$ cat config.mk
export PLATFORM = sky130hd
export DESIGN_NAME = serial_adder
export DESIGN_NICKNAME = d
export VERILOG_FILES = /design/src/rtl/serial_adder_pkg.sv /design/src/rtl/halfadder.sv /design/src/rtl/serial_adder_fa_slice.sv /design/src/rtl/serial_adder.sv
export SDC_FILE = /design/constraint.sdc
export NUM_CORES = 1
export LEC_CHECK = 0
export CAP_MARGIN = 20
export CORE_MARGIN = 2
export CORE_UTILIZATION = 40
export DETAILED_ROUTE_END_ITERATION = 6
export PLACE_DENSITY = 0.69
export SYNTH_ARGS = -nofsm -noshare
export SYNTH_HDL_FRONTEND = slang
export SYNTH_SLANG_ARGS = --single-unit
$ cat constraint.sdc
create_clock -name clk -period 2.22 [get_ports clk]
set_input_delay 0.444 -clock clk [delete_from_list [all_inputs] [get_ports clk]]
set_output_delay 0.444 -clock clk [all_outputs]
set_load 0.005 [all_outputs]
$ cat src/rtl/serial_adder_pkg.sv
// Shared types and constants for the bit-serial adder: FSM state encodings
// and the counter width helper.
package serial_adder_pkg;

    typedef enum logic [1:0] {
        IDLE = 2'd0,
        RUN  = 2'd1,
        DONE = 2'd2
    } state_e;

    localparam logic [1:0] ST_IDLE = IDLE;
    localparam logic [1:0] ST_RUN  = RUN;
    localparam logic [1:0] ST_DONE = DONE;

    // Counter must hold values 0..width inclusive.
    function automatic int cnt_w(input int width);
        return $clog2(width + 1);
    endfunction

endpackage

$ cat src/rtl/halfadder.sv
// Single-bit half adder cell: sum is the XOR, extra is the carry (AND).
module halfadder (
    input  logic a_i,
    input  logic b_i,
    output logic sum_o,
    output logic extra_o
);

    assign sum_o   = a_i ^ b_i;
    assign extra_o = a_i & b_i;

endmodule

$ cat src/rtl/serial_adder_fa_slice.sv
// Full-adder bit slice built from two halfadder cells and an OR of their carries.
module fa_slice (
    input  logic a_i,
    input  logic b_i,
    input  logic c_i,
    output logic s_o,
    output logic c_o
);

    logic s1_s;
    logic c1_s;
    logic c2_s;

    halfadder u_ha0 (
        .a_i     (a_i),
        .b_i     (b_i),
        .sum_o   (s1_s),
        .extra_o (c1_s)
    );

    halfadder u_ha1 (
        .a_i     (s1_s),
        .b_i     (c_i),
        .sum_o   (s_o),
        .extra_o (c2_s)
    );

    assign c_o = c1_s | c2_s;

endmodule

$ cat src/rtl/serial_adder.sv
// Bit-serial WIDTH-bit adder, LSB first, one bit per clock.
// Optional subtract mode (a-b, carry_out=1 means no borrow) under SERIAL_ADDER_SUB_EN.
module serial_adder
    import serial_adder_pkg::*;
#(
    parameter int WIDTH = 8
) (
    input  logic             clk,
    input  logic             rst_n,
    input  logic             start,
    input  logic [WIDTH-1:0] a,
    input  logic [WIDTH-1:0] b,
`ifdef SERIAL_ADDER_SUB_EN
    input  logic             sub,
`endif
    output logic             busy,
    output logic             done,
    output logic [WIDTH-1:0] result,
    output logic             carry_out
);

    localparam int              CNT_W    = cnt_w(WIDTH);
    localparam logic [CNT_W-1:0] LAST_CNT = CNT_W'(WIDTH - 1);

    logic [1:0]       state_q,     state_d;
    logic [WIDTH-1:0] a_sh_q,      a_sh_d;
    logic [WIDTH-1:0] b_sh_q,      b_sh_d;
    logic [WIDTH-1:0] result_q,    result_d;
    logic [CNT_W-1:0] cnt_q,       cnt_d;
    logic             carry_q,     carry_d;
    logic             carry_out_q, carry_out_d;
    logic             busy_q,      busy_d;
    logic             done_q,      done_d;

    logic             sub_s;
    logic             slice_sum_s;
    logic             slice_carry_s;

`ifdef SERIAL_ADDER_SUB_EN
    assign sub_s = sub;
`else
    assign sub_s = 1'b0;
`endif

    fa_slice u_fa_slice (
        .a_i (a_sh_q[0]),
        .b_i (b_sh_q[0]),
        .c_i (carry_q),
        .s_o (slice_sum_s),
        .c_o (slice_carry_s)
    );

    // Next-state logic: load on an accepted start, shift one bit per RUN edge.
    always_comb begin
        state_d     = state_q;
        a_sh_d      = a_sh_q;
        b_sh_d      = b_sh_q;
        result_d    = result_q;
        cnt_d       = cnt_q;
        carry_d     = carry_q;
        carry_out_d = carry_out_q;
        busy_d      = busy_q;
        done_d      = done_q;
        case (state_q)
            ST_IDLE, ST_DONE: begin
                if (start) begin
                    // Subtraction is a + ~b + 1.
                    a_sh_d  = a;
                    b_sh_d  = sub_s ? ~b : b;
                    carry_d = sub_s;
                    cnt_d   = '0;
                    busy_d  = 1'b1;
                    done_d  = 1'b0;
                    state_d = ST_RUN;
                end else begin
                    state_d = state_q;
                end
            end
            ST_RUN: begin
                a_sh_d   = a_sh_q >> 1;
                b_sh_d   = b_sh_q >> 1;
                result_d = (result_q >> 1) | (WIDTH'(slice_sum_s) << (WIDTH - 1));
                carry_d  = slice_carry_s;
                cnt_d    = cnt_q + CNT_W'(1);
                if (cnt_q == LAST_CNT) begin
                    carry_out_d = slice_carry_s;
                    busy_d      = 1'b0;
                    done_d      = 1'b1;
                    state_d     = ST_DONE;
                end else begin
                    state_d = ST_RUN;
                end
            end
            default: begin
                busy_d  = 1'b0;
                done_d  = 1'b0;
                state_d = ST_IDLE;
            end
        endcase
    end

    // State and datapath registers with asynchronous clear.
    always_ff @(posedge clk or negedge rst_n) begin
        if (!rst_n) begin
            state_q     <= ST_IDLE;
            a_sh_q      <= '0;
            b_sh_q      <= '0;
            result_q    <= '0;
            cnt_q       <= '0;
            carry_q     <= 1'b0;
            carry_out_q <= 1'b0;
            busy_q      <= 1'b0;
            done_q      <= 1'b0;
        end else begin
            state_q     <= state_d;
            a_sh_q      <= a_sh_d;
            b_sh_q      <= b_sh_d;
            result_q    <= result_d;
            cnt_q       <= cnt_d;
            carry_q     <= carry_d;
            carry_out_q <= carry_out_d;
            busy_q      <= busy_d;
            done_q      <= done_d;
        end
    end

    assign busy      = busy_q;
    assign done      = done_q;
    assign result    = result_q;
    assign carry_out = carry_out_q;

endmodule

==> flow_summary_export.csv <==
group,metric,value,unit
run_status,status,"complete, no violations",
layout,post-route-cell-area,1880,um^2
setup_path,crit_fanout,3,
min_path,hp-class,"reg2reg",
setup_path,required,1.78,ns
setup_path,cp-end-kind,"primary output",
layout,register_area,851,um^2
min_path,whs_endpoint,"result[0]",
synthesis,ys_seq_area_frac,0.578,
timing,slew_viol_final,0,
global_route,grt_max_degree,35,
setup_path,critical_path_class,"reg2out",
synthesis,syn_avg_cell_area,10.4,um^2
setup_path,cp_top_family,"buffers and inverters",
setup_path,r2r_setup_slack,0.67,ns
run,max_cap_viol_count,0,
layout,drive_above_1_share,0.0814,
setup_path,crit_arrival,1.17,ns
synthesis,synth_fp_nets,162,
placed_design,io_buffers,29,
power_and_ir_drop,vdd_drop_max,0.000509,V
clock_network,numCtsBuffers,5,
clock_network,cts_hold_buf,0,
drt,vias,1122,
min_path,min_path_cells,2,
placed_design,dp_cells,212,
drt,post_drt_wl_per_cell,13.5,um
clock_network,root_buffer,"clkbuf_8",
global_route,track_usage,0.159,
layout,fin_util,0.521,
setup_path,critical-path-slowest-cell,"clkdlybuf4s50_1",
layout,area_growth,27.6,%
global_route,antenna_found_initial,0,
timing,fin_tns_setup,0,ns
synthesis,yosys.area.top_type_share,0.578,
setup_path,reg2reg_from,"state_q[1]",
setup_path,crit_chain,"clkdlybuf4s50_1",
clock_network,cts_resized,0,
die,die_w,64.7,um
timing,fin_skew,0.00373,ns
die,coreArea,3610,um^2
timing,fmax,618,MHz
synthesis,synth_area_leaders,"dfrtp_1, nand2_1, a22oi_1",
layout,instances_no_fill,220,
setup_path,worstSetupStartpointType,"register",
layout,nets,192,
clock_network,clk_pin_slew,0.07,ns
power_and_ir_drop,p_per_area,1340,nW/um^2
placed_design,dp_hpwl,2.00,mm
clock_network,postCtsSetupBuffers,0,
drt,finalWirelength,2.97,mm
layout,multi_input_area,548,um^2
setup_path,r2r-end,"cnt_q[2]",
drt,drtPass1Iterations,4,
layout,fill_cells,312,
drt,ant_nets,0,
die,ios,30,
synthesis,yosysTopAreaCell,"dfrtp_1",
timing,period_share,0.728,
drt,viasPerCell,5.10,
layout,diodes,0,
timing,setup_violations,0,
timing,slew_headroom,0.544,
drt,drc,0,
die,row_count,22,
timing,hold-worst-slack,0.472,ns
synthesis,syn-cell-area,1470,um^2
global_route,grt_pass1_vias,1093,
clock_network,cts_max_path_buffers,2,
clock_network,cts_sinks,34,
die,dieArea,4180,um^2
setup_path,cp_slowest_stage_delay,0.51,ns
synthesis,synthDistinctLibCells,24,
placed_design,gp_congestion,0.701,
placed_design,place_area,1780,um^2
min_path,min_from,"result[0]",
die,initial_utilization,0.408,
timing,worst_pin_slew,0.684,ns
synthesis,netlist_instances,141,
clock_network,clk_latency,0.28,ns
synthesis,ys_warn_count,0,
global_route,overflow,0,
timing,min_period,1.62,ns
synthesis,synth-seq-cells,34,
setup_path,reg2reg_depth,3,
timing,rsz0062_at_grt,"false",
drt,initialDrtViolationCount,46,
timing,hold_violations,0,
setup_path,cp_num_buf_inv,1,
power_and_ir_drop,leakage,0.000911,uW
clock_network,htreeDepth,2,
clock_network,cts_tree,"built",
global_route,grt_pass1_wl,5.00,mm
die,die_height,64.7,um
## through the flow
| step | total power (uW) | worst slack (ns) |
|---|---|---|
| after floorplan | 1740 | 0.846 |
| final | 2520 | 0.603 |
| after CTS | 2540 | 0.591 |
| after global placement | 2010 | 0.502 |
| after detailed placement | 2060 | 0.458 |
| after global routing | 2720 | 0.547 |
## how the worst max path moves through the flow
stage,endpoint,start,cells past startpoint
after floorplan,carry_out,cnt_q[0],4
after CTS,result[7],result[7],1
after detailed placement,cnt_q[0],start,4
after global routing,result[4],result[4],1
after global placement,cnt_q[0],start,4
final,result[7],result[7],1
## synthesized netlist by cell type
master,n
and3b_1,1
nand2_1,41
o21ai_1,1
nand2b_1,2
a22oi_1,14
o21ai_0,2
dfrtp_1,34
mux2i_1,2
buf_2,4
o32ai_1,1
ha_1,1
nor2b_4,1
buf_4,5
and2_1,1
inv_1,1
mux2_4,1
a22o_1,5
nor2b_1,2
a21o_1,1
nor2_1,3
buf_6,1
fa_1,1
nand4_1,1
nand3_1,15
## placed cells by master, fill, tap and decap left out, types with 2 or more instances in the layout
cell type and instances:
nor2b_1 2, nand2_1 41, clkdlybuf4s50_1 29, nand3_1 15
nor2_1 3, o21ai_0 2, nand2b_1 2, buf_4 4
dfrtp_1 34, a22oi_1 14, mux2i_1 2, clkbuf_8 6
a22o_1 5
## layout make-up
type / count / area share
clock buffers: 6 / 0.0440
repair buffers: 33 / 0.171
well taps: 48 / 0.0320
flip-flops and latches: 34 / 0.453
clock inverters: 2 / 0.00666
inverters: 1 / 0.00200
multi-input cells: 96 / 0.292
## worst reg2reg max path: stages (launching register included)
cell	delay, ns
dfrtp_1	0.43
nand2b_1	0.58
mux2i_1	0.17
a22o_1	0.26
## cells by family after synthesis
| family | count (synthesis) | share of synthesized area |
|---|---|---|
| buffers and inverters | 11 | 0.0493 |
| and+or+nand+nor | 67 | 0.204 |
| AOI/OAI and AO/OA | 24 | 0.122 |
| DFF | 34 | 0.578 |
| muxes | 3 | 0.0238 |
| adders and majority gates | 2 | 0.0221 |
## sequential cells by signal, summed over array words and instances, names as in the netlist
register and flops:
result 8, carry_q 1, busy 1, cnt_q 4
done 1, a_sh_q 8, carry_out 1, b_sh_q 8
state_q 2
## where the power goes
| group | switching [uW] | leakage, uW | total (uW) | internal (uW) |
|---|---|---|---|---|
| logic | 498 | 0.000435 | 975 | 477 |
| registers | 183 | 0.000429 | 1070 | 889 |
| clock network | 222 | 0.0000472 | 471 | 249 |
| total | 902 | 0.000911 | 2520 | 1610 |
## layer usage
metal,global-route usage,vias to the layer above,part of all wire
met5,0,-,0
met4,0.0638,0,0.0098
met3,0.0521,2,0.027
met2,0.266,21,0.51
met1,0.190,556,0.45
li1,-,543,-
(Power assumes the default switching activity.)
